**config.mk**
```make
export PLATFORM = sky130hd
export DESIGN_NAME = mux16_scan_seq_flat
export DESIGN_NICKNAME = d
export VERILOG_FILES = /design/src/rtl/mux16_scan_seq_if.sv /design/src/rtl/mux16_scan_seq.sv /design/src/flat_wrapper.sv
export SDC_FILE = /design/constraint.sdc
export NUM_CORES = 1
export LEC_CHECK = 0
export CORE_MARGIN = 8
export CORE_UTILIZATION = 59
export DETAILED_ROUTE_END_ITERATION = 12
export PLACE_DENSITY = 0.92
export SYNTH_ARGS = -nofsm -noshare
export SYNTH_HDL_FRONTEND = slang
export SYNTH_SLANG_ARGS = --single-unit
```
**constraint.sdc**
```tcl
create_clock -name clk -period 3.65 [get_ports clk]
set_clock_uncertainty 0.15 [all_clocks]
set_input_delay 0.5475 -clock clk [delete_from_list [all_inputs] [get_ports clk]]
set_output_delay 0.5475 -clock clk [all_outputs]
set_load 0.1 [all_outputs]
```
**src/rtl/mux16_scan_seq_if.sv**
```systemverilog
// Scan bundle between the 16:1 mux read-back sequencer and its environment.
// master: the sequencer side (drives sel and the result); slave: mux/requester side.
// Control inputs are level-sampled by the sequencer on the rising clock edge.
interface mux16_scan_seq_if;
    logic        start;
    logic        abort;
    logic [3:0]  sel;
    logic        mux_out;
    logic        busy;
    logic        done;
    logic [15:0] data;

    modport master (
        input  start,
        input  abort,
        input  mux_out,
        output sel,
        output busy,
        output done,
        output data
    );

    modport slave (
        output start,
        output abort,
        output mux_out,
        input  sel,
        input  busy,
        input  done,
        input  data
    );
endinterface

```
**src/rtl/mux16_scan_seq.sv**
```systemverilog
// Steps a 16:1 mux select through 0..15, samples mux_out per select, reassembles the word.
// Latency: done is high in the cycle after edge E0+16*(SETTLE+1), E0 being the start edge.
// No backpressure: start is ignored unless idle; abort cancels a scan without a done pulse.
module mux16_scan_seq #(
    parameter int SETTLE = 0,
    parameter int CW     = 4
) (
    input  logic             clk,
    input  logic             rst,
    mux16_scan_seq_if.master bus
);

    typedef enum logic [1:0] {
        ST_IDLE,
        ST_WAIT,
        ST_SAMPLE,
        ST_DONE
    } state_t;

    // With no settle delay the sequencer samples on every cycle and WAIT is never entered.
    localparam bit            LP_NO_SETTLE = (SETTLE == 0);
    localparam logic [CW-1:0] LP_RELOAD    = LP_NO_SETTLE ? '0 : CW'(SETTLE - 1);

    state_t        r_state;
    logic [3:0]    r_sel;
    logic [CW-1:0] r_cnt;
    logic [15:0]   r_shadow;
    logic [15:0]   r_data;
    logic          r_busy;
    logic          r_done;

    logic          w_last;

    assign w_last   = (r_sel == 4'd15);

    assign bus.sel  = r_sel;
    assign bus.busy = r_busy;
    assign bus.done = r_done;
    assign bus.data = r_data;

    // Scan FSM: all outputs are registered alongside the state they belong to.
    always_ff @(posedge clk or posedge rst) begin
        if (rst) begin
            r_state  <= ST_IDLE;
            r_sel    <= 4'd0;
            r_cnt    <= '0;
            r_shadow <= 16'h0000;
            r_data   <= 16'h0000;
            r_busy   <= 1'b0;
            r_done   <= 1'b0;
        end else begin
            case (r_state)
                ST_IDLE: begin
                    r_sel  <= 4'd0;
                    r_done <= 1'b0;
                    // abort takes priority: a simultaneous start is dropped.
                    if (!bus.abort && bus.start) begin
                        r_shadow <= 16'h0000;
                        r_busy   <= 1'b1;
                        if (LP_NO_SETTLE) begin
                            r_state <= ST_SAMPLE;
                        end else begin
                            r_cnt   <= LP_RELOAD;
                            r_state <= ST_WAIT;
                        end
                    end
                end

                ST_WAIT: begin
                    if (bus.abort) begin
                        r_state <= ST_IDLE;
                        r_sel   <= 4'd0;
                        r_busy  <= 1'b0;
                    end else if (r_cnt == '0) begin
                        r_state <= ST_SAMPLE;
                    end else begin
                        r_cnt <= r_cnt - 1'b1;
                    end
                end

                ST_SAMPLE: begin
                    if (bus.abort) begin
                        // Partial shadow is simply left behind; it is cleared on the next start.
                        r_state <= ST_IDLE;
                        r_sel   <= 4'd0;
                        r_busy  <= 1'b0;
                    end else begin
                        r_shadow[r_sel] <= bus.mux_out;
                        if (w_last) begin
                            // Bit 15 is taken straight from the mux: the shadow write lands this same edge.
                            r_data  <= {bus.mux_out, r_shadow[14:0]};
                            r_busy  <= 1'b0;
                            r_done  <= 1'b1;
                            r_state <= ST_DONE;
                        end else begin
                            r_sel <= r_sel + 4'd1;
                            if (!LP_NO_SETTLE) begin
                                r_cnt   <= LP_RELOAD;
                                r_state <= ST_WAIT;
                            end
                        end
                    end
                end

                ST_DONE: begin
                    // One-cycle pulse; start and abort are both ignored here.
                    r_done  <= 1'b0;
                    r_sel   <= 4'd0;
                    r_state <= ST_IDLE;
                end

                default: begin
                    r_state <= ST_IDLE;
                    r_sel   <= 4'd0;
                    r_busy  <= 1'b0;
                    r_done  <= 1'b0;
                end
            endcase
        end
    end

endmodule
```
**src/flat_wrapper.sv**
```systemverilog
// flat-port wrapper written by rule: the top's interface ports become plain ports
module mux16_scan_seq_flat 
#(
    parameter int SETTLE = 0,
    parameter int CW     = 4
)
  (clk, rst, bus_start, bus_abort, bus_mux_out, bus_sel, bus_busy, bus_done, bus_data);
  mux16_scan_seq_if bus_i ();
  input  logic clk;
  input  logic rst;
  input wire logic [$bits(bus_i.start)-1:0] bus_start;
  input wire logic [$bits(bus_i.abort)-1:0] bus_abort;
  input wire logic [$bits(bus_i.mux_out)-1:0] bus_mux_out;
  output wire logic [$bits(bus_i.sel)-1:0] bus_sel;
  output wire logic [$bits(bus_i.busy)-1:0] bus_busy;
  output wire logic [$bits(bus_i.done)-1:0] bus_done;
  output wire logic [$bits(bus_i.data)-1:0] bus_data;
  assign bus_i.start = bus_start;
  assign bus_i.abort = bus_abort;
  assign bus_i.mux_out = bus_mux_out;
  assign bus_sel = bus_i.sel;
  assign bus_busy = bus_i.busy;
  assign bus_done = bus_i.done;
  assign bus_data = bus_i.data;
  mux16_scan_seq #(.SETTLE(SETTLE), .CW(CW)) u_core (.clk(clk), .rst(rst), .bus(bus_i));
endmodule
```
==> impl_results.md, run 1 <==
- Outcome: complete, no violations
- CTS tree: yes
- Placeable core region: roughly 3600 um2
- Area post-placement: around 2400 um2
- Global-route wire length before repair: between 7000 and 8000 um
- Post-DP HPWL: about 3000 um
- Number of antenna diodes: 0
- Slew @ Worst Pin: around 0.97 ns
- PnR worst setup slack: about 0.97 ns
- Initial DRC count: around 130
- Ys flop type: dfrtp_1
- Vias per std cell: just under 6
- Critical path depth: 1
- Pleak: approximately 1.1 nW
- I/O Buffers: 26
- CP Buf/Inv Count: 1
- Critical Path Source: u_core.bus.sel[1]$_DFFE_PP0P_
- Post-Synthesis Cell Area: ~2100 um2
- Yosys warns: 0
- Met2 Track Usage GR: a little under a quarter
- Worst skew pair latency: approximately 0.36 ns
- WL final: approximately 4200 um
- 1st-pass router iterations: 4
- Most frequent cell after synthesis: dfrtp_1
- DRC errors left: 0
- Largest net degree at the start of global routing: 44
- Synthesized flop and latch total: 43
- GP Congestion: roughly 0.84
- Slew HR: 34.8%
- Layout cells sized above 1: 14.4%
- Post-synth top area share: 50.4%
- RR Startpoint: u_core.r_state[0]$_DFFE_PP0P_
- Crit path cell chain: clkdlybuf4s50_1
- Cells on worst reg2reg path: 5
- DIE HEIGHT: about 76 um
- Grt peak-use layer: met2
- Mapped Nets: 206
- Setup CP Type: reg -> out
- Worst-path clk slew: about 0.12 ns
- Sink Count: 43
- DR WL/cell: roughly 16 um
- Pwr/cell area: 534 nW/um2
- Ys async rst share: 100%
- # H-tree levels: 2
- Area Growth Syn to Fin: 14.9%
- Fin Hold WS: roughly 0.35 ns
- Reg2reg end: u_core.bus.data[13]$_DFFE_PP0P_
- Longest Clk Path Bufs: 2
- Worst vdd ir: roughly 0.53 mV
- Crit path max-delay family: buffers and inverters
- Total negative slack: 0 ns
- Post-CTS Resized: 0
- RSZ-0062 raised after global routing: no
- Slew Viols, Final: 0
- EDFF count, synth: 0
- Postcts setup bufs: 0
- Unique masters post-synth: 38
- Initial antenna violation count: 0
- Post-synthesis sequential area ratio: 50.4%
- Final Setup Violations: 0
- Worst path max stage delay: roughly 1.2 ns
- Die Area: 5800 um2
- HP Class: reg -> reg
- Crit path capture: bus_sel[1]
- Synth area leader: dfrtp_1
- Max-cap violations: 0
- CTS Buf Count: 5
- WP data required: approximately 3 ns
- Period minus WS final: ~2.7 ns
- Setup slack, reg-to-reg: around 1.1 ns
- Vias in the first global route: about 1,500
- Aggregate global-route resource usage: 14.4%
- # rows: 22
- Die Wd: between 70 and 80 um
- Commonest cells post-synth: 43 x dfrtp_1, 25 x o21ai_0, 17 x mux2_2
- Vias: about 1,600
- CP max stage cell: clkdlybuf4s50_1
- Starting density of the core: just under 60%
- Fin. Hold Viols: 0
- Max Clk Rate: ~370 MHz
- Met3 Use GR: about 4.8%
- GRT overflow: 0
- Root buffer cell: clkbuf_4
- Largest cells by area after synthesis: dfrtp_1 50%, mux2_2 9.0%, ha_1 6.4%
- Io pins: 27
- Startpoint Class: flip-flop
- Cts-stage hold buffer count: 0
- Post-route clock period utilization: 73.3%
- Synth Instances: between 150 and 200
- Worst Setup End Kind: output pin
- CP Max Fanout: 6
- Worst EP arrival: 1.98 ns
- Post-route design area: around 2500 um2
- Nets: between 200 and 250
- Setup WS pre-CTS: roughly 1.1 ns
- Final antenna-violating net count: 0
- Met1 Use GR: 17.0%
- Average cell area after synthesis: approximately 11 um2
==> logic make-up after synthesis <==
logic type	Yosys count	synth area share, %
AO/OA/AOI/OAI	59	17.9
flip-flops	43	50.4
AND/OR/NAND/NOR	37	9.84
buffers and inverters	19	4.74
multiplexers	19	9.90
adder cells (fa/ha/maj)	11	6.44
XOR/XNOR	2	0.820
==> where the power goes <==
group | switching, W | internal, W
Clock | 0.000148 | 0.0000894
Combinational | 0.000361 | 0.000165
Sequential | 0.0000302 | 0.000518
==> registers in the layout (all words and copies together), names as in the netlist <==
signal,flops
u_core.bus.data,16
u_core.r_shadow,15
u_core.bus.sel,4
u_core.r_cnt,4
u_core.r_state,2
u_core.bus.busy,1
u_core.bus.done,1
==> metrics by stage <==
stage	instances	util [%]	power [W]
after global placement	257	67.0	0.00106
after CTS	264	68.6	0.00131
after global routing	264	68.6	0.00137
after floorplan	190	-	0.000962
final	264	68.6	0.00131
after detailed placement	257	67.0	0.00108
==> cell type report <==
type | count | area (um2)
well taps | 48 | 60.1
fillers | 269 | 1120
inverters | 11 | 41.3
multi-input cells | 128 | 958
repair buffers | 27 | 263
clock buffers | 6 | 51.3
clock inverters | 1 | 5.00
flip-flops and latches | 43 | 1080
==> layer usage <==
metal | share of wire (%) | up-vias | wire length, um
li1 | - | 724 | -
met4 | 2.0 | 0 | 82
met3 | 6.0 | 14 | 249
met1 | 43 | 766 | 1800
met2 | 49 | 46 | 2040
met5 | 0 | - | 0
==> worst min-delay path by stage <==
stage                                          from                              end  cells after the start
floorplan           u_core.r_shadow[13]$_DFFE_PP0P_  u_core.r_shadow[13]$_DFFE_PP0P_                      2
global placement        u_core.r_cnt[3]$_DFFE_PP0P_      u_core.r_cnt[3]$_DFFE_PP0P_                      1
detailed placement   u_core.r_shadow[3]$_DFFE_PP0P_   u_core.r_shadow[3]$_DFFE_PP0P_                      1
CTS                     u_core.r_cnt[0]$_DFFE_PP0P_      u_core.r_cnt[0]$_DFFE_PP0P_                      1
global route            u_core.r_cnt[3]$_DFFE_PP0P_      u_core.r_cnt[3]$_DFFE_PP0P_                      1
finish                  u_core.r_cnt[3]$_DFFE_PP0P_      u_core.r_cnt[3]$_DFFE_PP0P_                      1
==> placed cells by master, fill, tap and decap left out, drive strengths merged, types with 4 or more instances in the layout <==
master / instances
nand2: 11
clkbuf: 6
nor2: 5
o21ai: 27
nand2b: 5
a32o: 4
a21oi: 6
nor2b: 5
inv: 11
ha: 11
clkdlybuf4s50: 24
a21boi: 9
mux2: 17
dfrtp: 43
Power figures use the tool's default switching activity.
==> run 2, diff against run 1 <==
--- a/config.mk
+++ b/config.mk
@@ -6,9 +6,9 @@
 export NUM_CORES = 1
 export LEC_CHECK = 0
 export CORE_MARGIN = 8
-export CORE_UTILIZATION = 59
+export CORE_UTILIZATION = 55
 export DETAILED_ROUTE_END_ITERATION = 12
-export PLACE_DENSITY = 0.92
+export PLACE_DENSITY = 0.87
 export SYNTH_ARGS = -nofsm -noshare
 export SYNTH_HDL_FRONTEND = slang
 export SYNTH_SLANG_ARGS = --single-unit
==> constraint.sdc (replaced) <==
create_clock -name clk -period 2.5 [get_ports clk]
set_clock_uncertainty 0.15 [all_clocks]
set_input_delay 0.375 -clock clk [delete_from_list [all_inputs] [get_ports clk]]
set_output_delay 0.375 -clock clk [all_outputs]
set_load 0.1 [all_outputs]
==> run 2 against run 1 <==
  * Clock power is 120% higher
  * Sequential power grew 47%
  * Largest power group unchanged
  * Core utilization fell by 1.0 points
  * Critical endpoint is now u_core.bus.data[15]$_DFFE_PP0P_
  * Critical path depth grew 4
  * Sequential share of layout area fell by 0.58 points
==> impl_results.md, run 2 (same netlist as run 1, synthesis figures left out) <==
- # H-tree levels: 2 (unchanged)
- Slew HR: 65.3% (+30 points)
- DRC errors left: 0 (unchanged)
- Vias in the first global route: 1,531 (+1.6%)
- Number of antenna diodes: 0 (unchanged)
- Io pins: 27 (unchanged)
- Max Clk Rate: approximately 500 MHz
- Max FFs per register: 16 (unchanged)
- Worst skew pair latency: 0.29 ns (-0.07 ns)
- Root buffer cell: clkbuf_8
- Fin util: 67.6% (-1.0 points)
- Die Wd: 78.3 um (+2.8%)
- Pwr/cell area: 846 nW/um2 (+58%)
- Fin. Hold Viols: 0 (unchanged)
- # rows: 22 (unchanged)
- Sink Count: 43 (unchanged)
- HP Class: in -> async
- Commonest cells after routing, fill and taps aside: 41 x dfrtp_1, 27 x buf_4, 25 x o21ai_0
- RSZ-0062 raised after global routing: no
- Worst-path clk slew: 0.08 ns (-0.04 ns)
- Setup slack, reg-to-reg: 0.52 ns (-0.53 ns)
- Postcts setup bufs: 0 (unchanged)
- WL final: 4150 um (-0.43%)
- RR Startpoint: u_core.bus.sel[1]$_DFFE_PP0P_
- Largest net degree at the start of global routing: 44 (unchanged)
- Nets: 236 (+1.7%)
- Pleak: 1.21 nW (+7.0%)
- Cells on worst reg2reg path: 5 (unchanged)
- Cts-stage hold buffer count: 0 (unchanged)
- Starting density of the core: 57.9% (-1.8 points)
- Final antenna-violating net count: 0 (unchanged)
- Period minus WS final: a little under 2 ns
- CTS Buf Count: 5 (unchanged)
- Total negative slack: 0 ns (unchanged)
- Final Setup Violations: 0 (unchanged)
- DR WL/cell: 15.4 um (-2.3%)
- Overall Power: 0.00211 W (+61%)
- Commonest non-fill, non-tap cell in the layout: dfrtp_1
- GP Congestion: 0.870 (+3.6%)
- Post-DP HPWL: 2990 um (about the same)
- CP Max Fanout: 12 (+6)
- Slew Viols, Final: 0 (unchanged)
- Placeable core region: 3690 um2 (+3.1%)
- Max-cap violations: 0 (unchanged)
- Worst path max stage delay: 0.42 ns (-0.75 ns)
- Layout cells sized above 1: 26.2% (+12 points)
- Crit path cell chain: ha_1, nand3_4, nor3_4, buf_4, mux2_2
- GRT overflow: 0 (unchanged)
- Post-route clock period utilization: roughly four fifths
- Initial antenna violation count: 0 (unchanged)
- Worst Setup End Kind: flip-flop
- I/O Buffers: 26 (unchanged)
- CP max stage cell: dfrtp_2
- Global-route wire length before repair: 7090 um (+1.3%)
- Initial DRC count: 83 (-37%)
- Post-CTS Resized: 0 (unchanged)
- Vias: 1,528 (-1.4%)
- Longest Clk Path Bufs: 2 (unchanged)
- Worst EP arrival: 2.01 ns (+0.03 ns)
- Startpoint Class: flip-flop
- Area Growth Syn to Fin: 16.8%
- Aggregate global-route resource usage: 14.3% (-0.15 points)
- Outcome: complete, no violations
- WP data required: 2.53 ns (-0.42 ns)
- Reg2reg end: u_core.bus.data[15]$_DFFE_PP0P_
- 1st-pass router iterations: 4 (unchanged)
- Setup CP Type: reg -> reg
- Die Area: 6130 um2 (+5.7%)
- CTS tree: yes
- DIE HEIGHT: 78.3 um (+2.8%)
- Worst vdd ir: 0.900 mV (+71%)
- Vias per std cell: 5.68 (-3.3%)
- Slew @ Worst Pin: 0.521 ns (-0.454 ns)
==> run 2: where the power goes <==
group | leakage, nW | internal, W | switching [W]
Clock | 0.0581 | 0.000297 | 0.000231
Sequential | 0.586 | 0.000758 | 0.0000471
Combinational | 0.561 | 0.000249 | 0.000527
==> run 2: worst max-delay path, delay by kind of cell, from the launching register on <==
kind | cells | cell delay [ns]
DFF | 1 | 0.42
adders and majority gates | 1 | 0.38
muxes | 1 | 0.35
and+or+nand+nor | 2 | 0.32
buffers and inverters | 1 | 0.24
==> run 2: routing by layer <==
metal / vias up / wire, um / GRT usage [%]
met5: - / 0 / 0
met4: 0 / 96 / 6.11
met3: 13 / 213 / 4.44
met2: 40 / 1960 / 22.1
met1: 739 / 1880 / 18.0
li1: 736 / - / -
==> run 2: area by class of cell <==
type,count,area (um2)
fill,295,1190
sequential,43,1080
timing repair buffer,31,243
clock buffer,5,68.8
inverter,11,41.3
clock inverter,3,43.8
tap,48,60.1
multi-input combinational,128,958
==> run 2: worst max-delay path by stage <==
stage | startpoint | end | slack, ns
final | u_core.bus.sel[1]$_DFFE_PP0P_ | u_core.bus.data[15]$_DFFE_PP0P_ | 0.52
after global routing | u_core.r_state[0]$_DFFE_PP0P_ | u_core.r_shadow[10]$_DFFE_PP0P_ | 0.35
after CTS | u_core.bus.sel[1]$_DFFE_PP0P_ | u_core.bus.data[15]$_DFFE_PP0P_ | 0.50
after detailed placement | bus_abort | u_core.r_cnt[3]$_DFFE_PP0P_ | 0.38
after global placement | bus_abort | u_core.bus.data[15]$_DFFE_PP0P_ | 0.41
after floorplan | u_core.bus.sel[1]$_DFFE_PP0P_ | u_core.bus.data[0]$_DFFE_PP0P_ | 0.21
==> run 2: metrics by stage <==
stage | cell area (um2) | hold slack [ns] | std cells | setup WS (ns)
finish | 2490 | 0.348 | 269 | 0.516
detailed placement | 2380 | 0.336 | 261 | 0.379
global placement | 2380 | 0.332 | 261 | 0.407
global route | 2490 | 0.365 | 269 | 0.352
floorplan | 2140 | 0.303 | 190 | 0.211
CTS | 2490 | 0.351 | 269 | 0.502
==> run 3, diff against run 2 <==
==> constraint.sdc (replaced) <==
create_clock -name clk -period 2.08 [get_ports clk]
set_clock_uncertainty 0.15 [all_clocks]
set_input_delay 0.312 -clock clk [delete_from_list [all_inputs] [get_ports clk]]
set_output_delay 0.312 -clock clk [all_outputs]
set_load 0.1 [all_outputs]
==> run 3 against run 2 <==
  * Routed wire length up 9.4%
  * Power up 22%
  * First-iteration DRC count rose to 2.8 times the previous value
  * Critical path depth up 1
  * Setup slack worse by 0.45 ns
  * Non-clock buffer count up 6
  * Sequential share of layout area down 2.0 points
==> impl_results.md, run 3 (same netlist as run 1, synthesis figures left out) <==
- Nets: 242 (+2.5%)
- WP data required: 2.11 ns (-0.42 ns)
- HP Class: in -> async
- DIE HEIGHT: 78.3 um (unchanged)
- Layout cells sized above 1: 30.0% (+3.7 points)
- Worst path max stage delay: 0.43 ns (about the same)
- Outcome: complete, no violations
- Setup CP Type: reg -> reg
- Non-Filler Instances: 275 (+2.2%)
- Area post-placement: 2520 um2 (+5.9%)
- Die Area: 6130 um2 (unchanged)
- Starting density of the core: 57.9% (unchanged)
- Post-DP HPWL: 3350 um (+12%)
- Initial antenna violation count: 0 (unchanged)
- Initial DRC count: 235 (+180%)
- Worst vdd ir: 0.857 mV (-4.7%)
- Root buffer cell: clkbuf_8
- Aggregate global-route resource usage: 15.7% (+1.4 points)
- Final antenna-violating net count: 0 (unchanged)
- Placeable core region: 3690 um2 (unchanged)
- CTS Buf Count: 5 (unchanged)
- Startpoint Class: flip-flop
- CP max stage cell: dfrtp_1
- Total negative slack: 0 ns (unchanged)
- DR WL/cell: 16.5 um (+7.0%)
- Global-route wire length before repair: 7790 um (+9.8%)
- Worst-path clk slew: 0.07 ns (about the same)
- Logic pwr share: 39.7% (+2.9 points)
- Worst skew pair latency: 0.29 ns (about the same)
- Slew @ Worst Pin: 0.644 ns (+0.123 ns)
- Vias per std cell: 5.88 (+3.5%)
- Final Setup Violations: 0 (unchanged)
- Commonest non-fill, non-tap cell in the layout: dfrtp_1
- Slew HR: 57.0% (-8.2 points)
- Pwr/cell area: 977 nW/um2 (+16%)
- WL final: 4540 um (+9.4%)
- GP Congestion: 0.948 (+9.0%)
- Clock network power share: 22.0% (-3.0 points)
- Sequential power share: 38.3% (about the same)
- Io pins: 27 (unchanged)
- Max FFs per register: 16 (unchanged)
- GRT overflow: 0 (unchanged)
- 1st-pass router iterations: 4 (unchanged)
- Longest Clk Path Bufs: 2 (unchanged)
- I/O Buffers: 26 (unchanged)
- Max Clk Rate: 496 MHz (-1.5%)
- Pleak: 1.24 nW (+3.2%)
- Largest net degree at the start of global routing: 17 (-61%)
- Post-route clock period utilization: 96.9% (+17 points)
- Sink Count: 43 (unchanged)
- Die Wd: 78.3 um (unchanged)
- Area Growth Syn to Fin: 23.1%
- # rows: 22 (unchanged)
- Placed insts: 267 (+2.3%)
- Sw frac: 38.2% (about the same)
- Crit path max-delay family: simple AND/OR/NAND/NOR gates
- Post-route design area: 2630 um2 (+5.5%)
- Period minus WS final: 2.02 ns (+0.0306 ns)
- Max-cap violations: 0 (unchanged)
- Vias in the first global route: 1,620 (+5.8%)
- CP Max Fanout: 6 (-6)
- # H-tree levels: 2 (unchanged)
- Commonest cells after routing, fill and taps aside: 39 x dfrtp_1, 27 x buf_4, 25 x o21ai_0
- Vias: 1,617 (+5.8%)
- Sw power: 0.000981 W (+22%)
- Slew Viols, Final: 0 (unchanged)
- CTS tree: yes
- Crit path cell chain: inv_1, ha_1, nor2b_1, o22ai_2, and3_1, a32o_1
- CP Buf/Inv Count: 1 (unchanged)
- Worst Setup End Kind: flip-flop
- DRC errors left: 0 (unchanged)
- Int Power: 0.00159 W (+22%)
- Worst EP arrival: 2.04 ns (+0.03 ns)
- Number of antenna diodes: 0 (unchanged)
- Setup slack, reg-to-reg: 0.06 ns (-0.45 ns)
- Fin. Hold Viols: 0 (unchanged)
- Cts-stage hold buffer count: 0 (unchanged)
## run 3: metal layers
layer  GRT usage [%]  routed length, um
met1            18.5               1870
met5               0                  0
met3            5.01                232
met4            4.44                 44
met2            26.6               2390
## run 3: final timing paths
check / startpoint / endpoint / cells after the start
max: u_core.r_state[1]$_DFFE_PP0P_ / u_core.r_shadow[7]$_DFFE_PP0P_ / 6
min: rst / u_core.bus.data[15]$_DFFE_PP0P_ / 2
max reg2reg: u_core.r_state[1]$_DFFE_PP0P_ / u_core.r_shadow[7]$_DFFE_PP0P_ / 6
min reg2reg: u_core.r_cnt[3]$_DFFE_PP0P_ / u_core.r_cnt[3]$_DFFE_PP0P_ / 1
max in group asynchronous: rst / u_core.bus.data[7]$_DFFE_PP0P_ / 3
min in group clk: u_core.r_cnt[3]$_DFFE_PP0P_ / u_core.r_cnt[3]$_DFFE_PP0P_ / 1
## run 3: stage by stage
stage | hold WS (ns) | total power, W | utilization, % | setup WS, ns
after global routing | 0.289 | 0.00271 | 71.3 | -0.0123
after detailed placement | 0.329 | 0.00199 | 68.4 | 0.0325
after CTS | 0.259 | 0.00257 | 71.1 | 0.0656
after floorplan | 0.303 | 0.00170 | - | -0.0283
final | 0.255 | 0.00257 | 71.3 | 0.0650
after global placement | 0.327 | 0.00196 | 68.4 | 0.0798
## run 3: repair_timing
item / CTS / global route
endpoints found under the setup margin: 0 / 24
resized for setup: 0 / 2
setup buffers: 0 / 0
## run 3: power groups by stage
| stage | clock [W] | combinational (W) | sequential [W] |
|---|---|---|---|
| final | 0.000565 | 0.00102 | 0.000983 |
| after global routing | 0.000619 | 0.00110 | 0.000993 |
| after CTS | 0.000584 | 0.000999 | 0.000982 |
| after detailed placement | 0 | 0.000994 | 0.000998 |
| after global placement | 0 | 0.000968 | 0.000995 |
| after floorplan | 0 | 0.000490 | 0.00121 |
## run 3: cell type report
cell class | instances | area [um2]
repair buffers | 37 | 363
well taps | 48 | 60.1
clock buffers | 8 | 100
fillers | 277 | 1060
flip-flops and latches | 43 | 1090
multi-input cells | 128 | 980
inverters | 11 | 41.3
